`config.mk`:
```
export PLATFORM = sky130hd
export DESIGN_NAME = mdio_responder
export DESIGN_NICKNAME = d
export VERILOG_FILES = /design/src/rtl/mdio_responder.sv
export SDC_FILE = /design/constraint.sdc
export NUM_CORES = 1
export LEC_CHECK = 0
export BUFFER_PORTS_ARGS = -buffer_cell sky130_fd_sc_hd__buf_2
export CORE_MARGIN = 2
export CORE_UTILIZATION = 35
export DETAILED_ROUTE_END_ITERATION = 8
export PLACE_DENSITY = 0.51
export RECOVER_POWER = 100
export SKIP_LAST_GASP = 1
export SLEW_MARGIN = 40
export SYNTH_ARGS = -nofsm -noshare
export SYNTH_HDL_FRONTEND = slang
export SYNTH_SLANG_ARGS = --single-unit
```
`constraint.sdc`:
```
create_clock -name clk_i -period 3.3 [get_ports clk_i]
set_input_delay 0.495 -clock clk_i [delete_from_list [all_inputs] [get_ports clk_i]]
set_output_delay 0.495 -clock clk_i [all_outputs]
set_load 0.01 [all_outputs]
```
`src/rtl/mdio_responder.sv`:
```
// Clause-22 MDIO responder (PHY side) with an emulated 32 x 16-bit register file.
// Bit-level handshake: the initiator presents md_i while MDC is low and it is sampled on the MDC rise; this responder drives md_o on the MDC fall.
module mdio_responder #(
  parameter int          PreambleLen = 32,
  parameter logic [15:0] PhyId1      = 16'h0141,
  parameter logic [15:0] PhyId2      = 16'h0CC2,
  parameter int          SyncStages  = 2
) (
  input  logic        clk_i,
  input  logic        rst_ni,
  input  logic [4:0]  phy_addr_i,
  input  logic        mdc_i,
  input  logic        md_i,
  output logic        md_o,
  output logic        md_oe,
  output logic        busy_o,
  output logic        wr_valid_o,
  output logic [4:0]  wr_addr_o,
  output logic [15:0] wr_data_o
);

  localparam int              PreW   = $clog2(PreambleLen + 1);
  localparam logic [PreW-1:0] PreMax = PreW'(PreambleLen);

  typedef enum logic [2:0] {
    S_IDLE  = 3'd0,
    S_ST    = 3'd1,
    S_OP    = 3'd2,
    S_PHYAD = 3'd3,
    S_REGAD = 3'd4,
    S_TA    = 3'd5,
    S_RDATA = 3'd6,
    S_WDATA = 3'd7
  } state_t;

  state_t r_state;
  state_t w_next_state;

  logic [SyncStages-1:0] r_mdc_sync;
  logic [SyncStages-1:0] r_md_sync;
  logic                  r_mdc_d;
  logic                  w_mdc_s;
  logic                  w_md;
  logic                  w_rise;
  logic                  w_fall;

  logic [PreW-1:0] r_pre_cnt;
  logic [4:0]      r_bit_cnt;
  logic [15:0]     r_shift;
  logic            r_is_read;
  logic [4:0]      r_regad;
  logic [15:0]     r_rdata;
  logic [15:0]     r_regs [32];

  logic [15:0] w_shift_in;
  logic [15:0] w_reg_val;
  logic        w_id_reg;
  logic        w_md_o_nxt;
  logic        w_md_oe_nxt;
  logic        w_commit;
  logic        w_rdata_load;
  logic        w_rdata_shift;

  // Synchronisers; edges come from the last synchronised sample and its delayed copy.
  always_ff @(posedge clk_i) begin
    if (!rst_ni) begin
      r_mdc_sync <= '0;
      r_md_sync  <= '0;
      r_mdc_d    <= 1'b0;
    end else begin
      r_mdc_sync <= {r_mdc_sync[SyncStages-2:0], mdc_i};
      r_md_sync  <= {r_md_sync[SyncStages-2:0], md_i};
      r_mdc_d    <= w_mdc_s;
    end
  end

  assign w_mdc_s    = r_mdc_sync[SyncStages-1];
  assign w_md       = r_md_sync[SyncStages-1];
  assign w_rise     = w_mdc_s & ~r_mdc_d;
  assign w_fall     = ~w_mdc_s & r_mdc_d;
  assign w_shift_in = {r_shift[14:0], w_md};
  assign w_id_reg   = (r_regad == 5'd2) || (r_regad == 5'd3);
  assign busy_o     = (r_state != S_IDLE);

  always_comb begin
    w_reg_val = r_regs[w_shift_in[4:0]];
    if (w_shift_in[4:0] == 5'd2) w_reg_val = PhyId1;
    if (w_shift_in[4:0] == 5'd3) w_reg_val = PhyId2;
  end

  // FSM state register
  always_ff @(posedge clk_i) begin
    if (!rst_ni) r_state <= S_IDLE;
    else         r_state <= w_next_state;
  end

  // FSM next-state logic
  always_comb begin
    w_next_state = r_state;
    case (r_state)
      S_IDLE: begin
        if (w_rise && !w_md && (r_pre_cnt == PreMax)) w_next_state = S_ST;
      end
      S_ST: begin
        if (w_rise) w_next_state = w_md ? S_OP : S_IDLE;
      end
      S_OP: begin
        if (w_rise && (r_bit_cnt == 5'd1)) begin
          if ((w_shift_in[1:0] == 2'b10) || (w_shift_in[1:0] == 2'b01)) w_next_state = S_PHYAD;
          else                                                         w_next_state = S_IDLE;
        end
      end
      S_PHYAD: begin
        if (w_rise && (r_bit_cnt == 5'd4)) begin
          w_next_state = (w_shift_in[4:0] == phy_addr_i) ? S_REGAD : S_IDLE;
        end
      end
      S_REGAD: begin
        if (w_rise && (r_bit_cnt == 5'd4)) w_next_state = S_TA;
      end
      S_TA: begin
        if (w_rise) begin
          if (r_is_read) begin
            if (r_bit_cnt == 5'd1) w_next_state = S_RDATA;
          end else if (r_bit_cnt == 5'd0) begin
            if (!w_md) w_next_state = S_IDLE;
          end else begin
            w_next_state = w_md ? S_IDLE : S_WDATA;
          end
        end
      end
      S_RDATA: begin
        if (w_fall && (r_bit_cnt == 5'd16)) w_next_state = S_IDLE;
      end
      S_WDATA: begin
        if (w_rise && (r_bit_cnt == 5'd15)) w_next_state = S_IDLE;
      end
      default: w_next_state = S_IDLE;
    endcase
  end

  // FSM outputs: next pad values, write commit, read-data load/shift strobes
  always_comb begin
    w_md_o_nxt    = md_o;
    w_md_oe_nxt   = md_oe;
    w_commit      = 1'b0;
    w_rdata_load  = 1'b0;
    w_rdata_shift = 1'b0;
    case (r_state)
      S_REGAD: begin
        w_rdata_load = w_rise && (r_bit_cnt == 5'd4);
      end
      S_TA: begin
        if (r_is_read && w_fall && (r_bit_cnt == 5'd1)) begin
          w_md_oe_nxt = 1'b1;
          w_md_o_nxt  = 1'b0;
        end
      end
      S_RDATA: begin
        if (w_fall) begin
          if (r_bit_cnt == 5'd16) begin
            w_md_oe_nxt = 1'b0;
            w_md_o_nxt  = 1'b0;
          end else begin
            w_md_o_nxt    = r_rdata[15];
            w_rdata_shift = 1'b1;
          end
        end
      end
      S_WDATA: begin
        w_commit = w_rise && (r_bit_cnt == 5'd15) && !w_id_reg;
      end
      default: begin
        w_md_oe_nxt = 1'b0;
        w_md_o_nxt  = 1'b0;
      end
    endcase
  end

  // Datapath: counters, shifter, register file, registered outputs
  always_ff @(posedge clk_i) begin
    if (!rst_ni) begin
      md_o       <= 1'b0;
      md_oe      <= 1'b0;
      wr_valid_o <= 1'b0;
      wr_addr_o  <= '0;
      wr_data_o  <= '0;
      r_pre_cnt  <= '0;
      r_bit_cnt  <= '0;
      r_shift    <= '0;
      r_is_read  <= 1'b0;
      r_regad    <= '0;
      r_rdata    <= '0;
      for (int i = 0; i < 32; i++) r_regs[i] <= '0;
    end else begin
      md_o       <= w_md_o_nxt;
      md_oe      <= w_md_oe_nxt;
      wr_valid_o <= w_commit;
      if (w_commit) begin
        wr_addr_o        <= r_regad;
        wr_data_o        <= w_shift_in;
        r_regs[r_regad]  <= w_shift_in;
      end

      // The preamble count only lives in IDLE, so every frame needs its own preamble.
      if (r_state != S_IDLE) begin
        r_pre_cnt <= '0;
      end else if (w_rise) begin
        if (!w_md)                  r_pre_cnt <= '0;
        else if (r_pre_cnt != PreMax) r_pre_cnt <= r_pre_cnt + 1'b1;
      end

      if (w_rise) r_shift <= w_shift_in;

      if (w_next_state != r_state)             r_bit_cnt <= '0;
      else if (w_rise && (r_state != S_IDLE))  r_bit_cnt <= r_bit_cnt + 5'd1;

      if ((r_state == S_OP) && w_rise && (r_bit_cnt == 5'd1)) begin
        r_is_read <= (w_shift_in[1:0] == 2'b10);
      end

      if (w_rdata_load) begin
        r_regad <= w_shift_in[4:0];
        r_rdata <= w_reg_val;
      end else if (w_rdata_shift) begin
        r_rdata <= {r_rdata[14:0], 1'b0};
      end
    end
  end

endmodule
```
Yosys cells after proc, flatten, opt, wreduce, memory -nomap -nowiden

Memories as Yosys holds them, arrays and structs flattened.
Index checks and enable logic that the tools add are counted.

Memory bits (writable): 512
Output and inout bits: 25
Memories: 1
Input bits: 9
Bits in registers: 80

Bitwise operators: 6
Reductions and logical operators: 27
Equality and inequality tests: 25
Add/sub/neg operators: 2
Mux-type cells: 43

Memories:

| name   | words | width | rd ports | clocked after memory_dff | write ports | line | RTL |
|---|---|---|---|---|---|---|---|
| r_regs | 32    | 16    | 1        | 0                        | 32          | 53   | `logic [15:0] r_regs [32];` |

Operator list:

| cell                  | number |
|---|---|
| $mux W16              | 5 |
| $mux W3               | 14 |
| $pmux W3 S8           | 1 |
| $eq A5 B2 Y1 const B  | 4 |
| $mux W1               | 16 |
| $reduce_or A16 Y1     | 1 |
| $eq A3 B3 Y1 const B  | 4 |
| $logic_and A1 B1 Y1   | 12 |
| $mux W6               | 2 |
| $add A6 B1 Y6 const B | 1 |
| $eq A3 B2 Y1 const B  | 2 |
| $eq A6 B6 Y1 const B  | 1 |
| $ne A2 B2 Y1 const B  | 3 |
| $ne A6 B6 Y1 const B  | 1 |
| $pmux W1 S3           | 2 |
| $reduce_or A2 Y1      | 3 |
| $add A5 B1 Y5 const B | 1 |
| $eq A5 B1 Y1 const B  | 1 |
| $eq A5 B3 Y1 const B  | 1 |
| $eq A5 B4 Y1 const B  | 1 |
| $eq A5 B5 Y1          | 1 |
| $eq A5 B5 Y1 const B  | 1 |
| $logic_not A5 Y1      | 1 |
| $mux W5               | 1 |
| other kinds (16)      | 23 |

Depth between registers and ports, before layout

Depth after elaboration: 10
Mapped depth: 10
Depth with buffers taken out: 8

Least setup slack after synthesis

Ideal clock, no wire load.

Path type: reg-to-reg
From: register r_bit_cnt[0]
To: memory r_regs[10][0], enable pin
Arrival: 3.013 ns
Cell stages (with the launch flop): 9
Setup slack: -0.124 ns
Data required time: 2.889 ns
Path buffers: 2
Library setup time: 0.411 ns
Period minus slack after synthesis: 3.424 ns
Cell sequence: dfxtp_1 ha_1 and3_1 ha_1 nand4_2 or4b_1 buf_6 buf_2 o21ai_0

RTL lines:

| what                   | line | RTL |
|---|---|---|
| from (decl)            | 48   | `logic [4:0] r_bit_cnt;` |
| from (signal assigned) | 216  | `else if (w_rise && (r_state != S_IDLE)) r_bit_cnt <= r_bit_cnt + 5'd1;` |
| to (decl)              | 53   |  |

Worst setup path in the final report

From: register r_shift[3]
To: register r_rdata[15]

Word-level cells in the longest chain between the ends: 4
Elaborated cells between the ends (all ways): 6

Ends and longest elaborated chain:

| what                                            | line | RTL |
|---|---|---|
| from (decl)                                     | 49   | `logic [15:0] r_shift;` |
| from (signal assigned)                          | 213  | `if (w_rise) r_shift <= w_shift_in;` |
| $mem_v2 Z32 W16 or $eq A5 B2 Y1 (tied branches) | -    |  |
| $mux W16                                        | 87   | `if (w_shift_in[4:0] == 5'd2) w_reg_val = PhyId1;` |
| $mux W16 *                                      | 88   | `if (w_shift_in[4:0] == 5'd3) w_reg_val = PhyId2;` |
| $mux W16 *                                      | 222  | `if (w_rdata_load) begin` |
| to (signal assigned)                            | 224  | `r_rdata <= w_reg_val;` |
| to (signal assigned)                            | 226  | `r_rdata <= {r_rdata[14:0], 1'b0};` |
| to (decl)                                       | 52   | `logic [15:0] r_rdata;` |

Every way passes the cells marked *; elsewhere a longest branch is shown, timed or not.
A chain may end at the register's enable or synchronous reset.

==> impl_metrics.json <==
{
  "min_path_type": "primary input to register",
  "post-place-ws_ps": 440,
  "critPathLaunch": "r_shift[3]",
  "dp_hpwl_um": 47600,
  "drc": 0,
  "cp-end-kind": "register",
  "clk-insertion-delay-late_ps": 610,
  "yosys.area_share.simple_pct": 16.4,
  "grt_pass1_wl_um": 115000,
  "peakVddDrop_mv": 0.396,
  "wirelength_met1_um": 34400,
  "holdBufCountCts": 0,
  "cts_tree": "built",
  "antenna_found_initial": 3,
  "top_layer": "met4",
  "vias": 16540,
  "fin_crit_ps": 3070,
  "synth_top_cell_area_share_pct": 56.4,
  "finalHoldViolations": 0,
  "rr_worst_depth": 6,
  "crit_required_ps": 3820,
  "io_buffers": 33,
  "nets": 2057,
  "synth-compound-area-share_pct": 4.68,
  "route.met2.wl_um": 36900,
  "clk_pin_slew_worst_paths_ps": 60,
  "setup_viol": 0,
  "gr-total-overflow": 0,
  "cap_violations": 1,
  "tightest_slew_ps": 2000,
  "reg2reg_slack_ps": 230,
  "synth_top_cell_by_area": "edfxtp_1",
  "synth_area_um2": 27300,
  "wl_per_cell_um": 24.5,
  "wl_met3_um": 3880,
  "status": "finished with violations",
  "cp-start-kind": "register",
  "synth.area.mux_share_pct": 12.7,
  "ys_types": 82,
  "violations": "capacitance limit, slew limit",
  "critPathMaxFanout": 17,
  "arrival_ps": 3590,
  "drive_above_1_share_pct": 17.9,
  "initial_core_util_pct": 35.3,
  "routabilityCongestion": 0.868,
  "fin_ws_ps": 231,
  "ctsHtreeMaxLevel": 3,
  "syn_to_final_growth_pct": 13.7,
  "crit_type": "register to register",
  "r2r-start": "r_shift[3]",
  "root_buffer": "clkbuf_16",
  "netlist_instances": 1993,
  "post_synth_fa_ha_maj_area_fraction_pct": 0.367,
  "p_leak_uw": 0.0104,
  "drtAntennaViolNets": 0,
  "die_w_um": 283,
  "cp.depth": 6,
  "relSlewSlack_pct": -33.1,
  "final.setup_skew_ps": 27.1,
  "fin_area_um2": 31000,
  "dr.first_iter.drc_count": 1537,
  "cp_num_buf_inv": 2,
  "drv_slew": 44,
  "postSynthAreaPerCell_um2": 13.7,
  "first_global_vias": 16799,
  "async_flop_share_pct": 0,
  "clock_sinks": 592,
  "slowest_stage": "dfxtp_1",
  "rr_endpoint": "r_rdata[15]",
  "die-height_um": 283,
  "die_area_um2": 80200,
  "antenna_cells": 0,
  "ys_warn_count": 0,
  "synth_edf_count": 512,
  "synth-main-ff-cell": "edfxtp_1",
  "synth_top_family_by_area": "simple AND/OR/NAND/NOR gates",
  "ios": 34,
  "clock.fmax_mhz": 326,
  "fin_crit_sh_pct": 93.0,
  "drt_first_pass_iters": 5,
  "powerDensity_nw_per_um2": 535,
  "synthTopCellsByArea": "edfxtp_1, mux4_2, and2_1",
  "cp_top_family": "buffers and inverters",
  "place_area_um2": 29100,
  "final_common_cell": "edfxtp_1",
  "cts_setup_buffers": 0,
  "rsz0062_at_grt": "false",
  "synth_seq_cells": 592,
  "grt_max_degree": 88,
  "ys_seq_area_share_pct": 62.2,
  "hold_slack_ps": 122,
  "mostFrequentLayoutCells": "edfxtp_1, and2_0, and2_1, and3_1, mux4_2",
  "cp_cell_sequence": "clkinv_1 -> buf_4 -> o211ai_1 -> a211o_1 -> o2111ai_1 -> o32ai_1",
  "avgViaCountPerCell": 5.28,
  "crit_path_end": "r_rdata[15]",
  "clock_path_buffers": 3,
  "cts_buffers": 68,
  "cts-resized-gates": 0,
  "num_rows": 102,
  "slowest_delay_ps": 1060,
  "synthXorXnorAreaFrac_pct": 0.385,
  "grt_usage_pct": 19.1,
  "setup_tns_ps": 0,
  "wl_um": 76800,
  "core_area_um2": 77300
}
==> metal layers <==
metal | vias to the layer above | global-route usage (%)
met1 | 8492 | 27.0
met2 | 461 | 31.1
met5 | - | 0
met4 | 0 | 4.27
li1 | 7486 | -
met3 | 101 | 3.06
==> cells in the mapped netlist, drive strengths merged (3+ instances only) <==
| cell type | n |
|---|---|
| a2111oi | 4 |
| a211oi | 4 |
| a21oi | 46 |
| a22oi | 3 |
| a31oi | 13 |
| and2 | 337 |
| and3 | 115 |
| and3b | 4 |
| buf | 62 |
| clkbuf | 133 |
| dfxtp | 80 |
| edfxtp | 512 |
| ha | 8 |
| inv | 11 |
| mux2 | 44 |
| mux2i | 55 |
| mux4 | 107 |
| nand2 | 78 |
| nand2b | 11 |
| nand3 | 13 |
| nand3b | 5 |
| nand4 | 10 |
| nand4bb | 3 |
| nor2 | 86 |
| nor2b | 14 |
| nor3 | 61 |
| nor3b | 6 |
| nor4b | 5 |
| o2111ai | 3 |
| o211ai | 6 |
| o21a | 8 |
| o21ai | 46 |
| o22a | 7 |
| o22ai | 27 |
| o311ai | 3 |
| o31ai | 5 |
| or3 | 8 |
| or3b | 4 |
| xnor2 | 4 |
| xor2 | 8 |
==> sequential cells by signal (all words and copies together) (netlist names), 2 cells and up <==
| register | cells |
|---|---|
| r_bit_cnt | 5 |
| r_md_sync | 2 |
| r_mdc_sync | 2 |
| r_pre_cnt | 6 |
| r_rdata | 16 |
| r_regad | 5 |
| r_regs | 512 |
| r_shift | 15 |
| r_state | 3 |
| wr_addr_o | 5 |
| wr_data_o | 16 |
==> stage by stage <==
step | util [%] | std cells | total power, uW
after global routing | 40.1 | 3133 | 17100
after CTS | 40.4 | 3132 | 16800
after global placement | 37.6 | 3009 | 9380
final | 40.1 | 3133 | 16600
after floorplan | - | 2024 | 9070
after detailed placement | 37.6 | 3009 | 9390
==> worst min-delay path by stage <==
stage                  start       endpoint  cells after the start  slack [ps]
2_1_floorplan   r_md_sync[0]   r_md_sync[1]                      1         410
3_3_place_gp   r_mdc_sync[0]  r_mdc_sync[1]                      1         420
3_5_place_dp   r_mdc_sync[0]  r_mdc_sync[1]                      1         450
4_1_cts                 md_i   r_md_sync[0]                      2          90
5_1_grt                mdc_i  r_mdc_sync[0]                      2         100
6_report               mdc_i  r_mdc_sync[0]                      2         120
==> kinds of logic (layout without fill, tap and decap cells) <==
family,count (synthesis),after routing
xor+xnor,12,12
buf+inv,208,277
compound gates,197,197
fa+ha+maj,8,8
flops,592,592
mux,206,206
other cells,1,32
simple gates,769,769
==> layout make-up <==
type	count	area, um^2
clock inverter	36	293
fill	7245	46300
multi-input combinational	1224	9500
inverter	13	48.8
tap	1040	1300
clock buffer	87	1860
timing repair buffer	141	1010
sequential	592	17000
==> worst reg2reg max path, delay by kind of cell (launching register included) <==
family / cells / cell delay (ps)
AOI/OAI and AO/OA: 4 / 750
DFF: 1 / 1060
buffers and inverters: 2 / 1180
==> where the power goes <==
group,internal [uW],leakage (uW),switching [uW]
sequential,8440,0.00552,106
combinational,259,0.00382,411
clock,4300,0.00105,3090
Note: power is estimated with default switching activity, not from simulation.
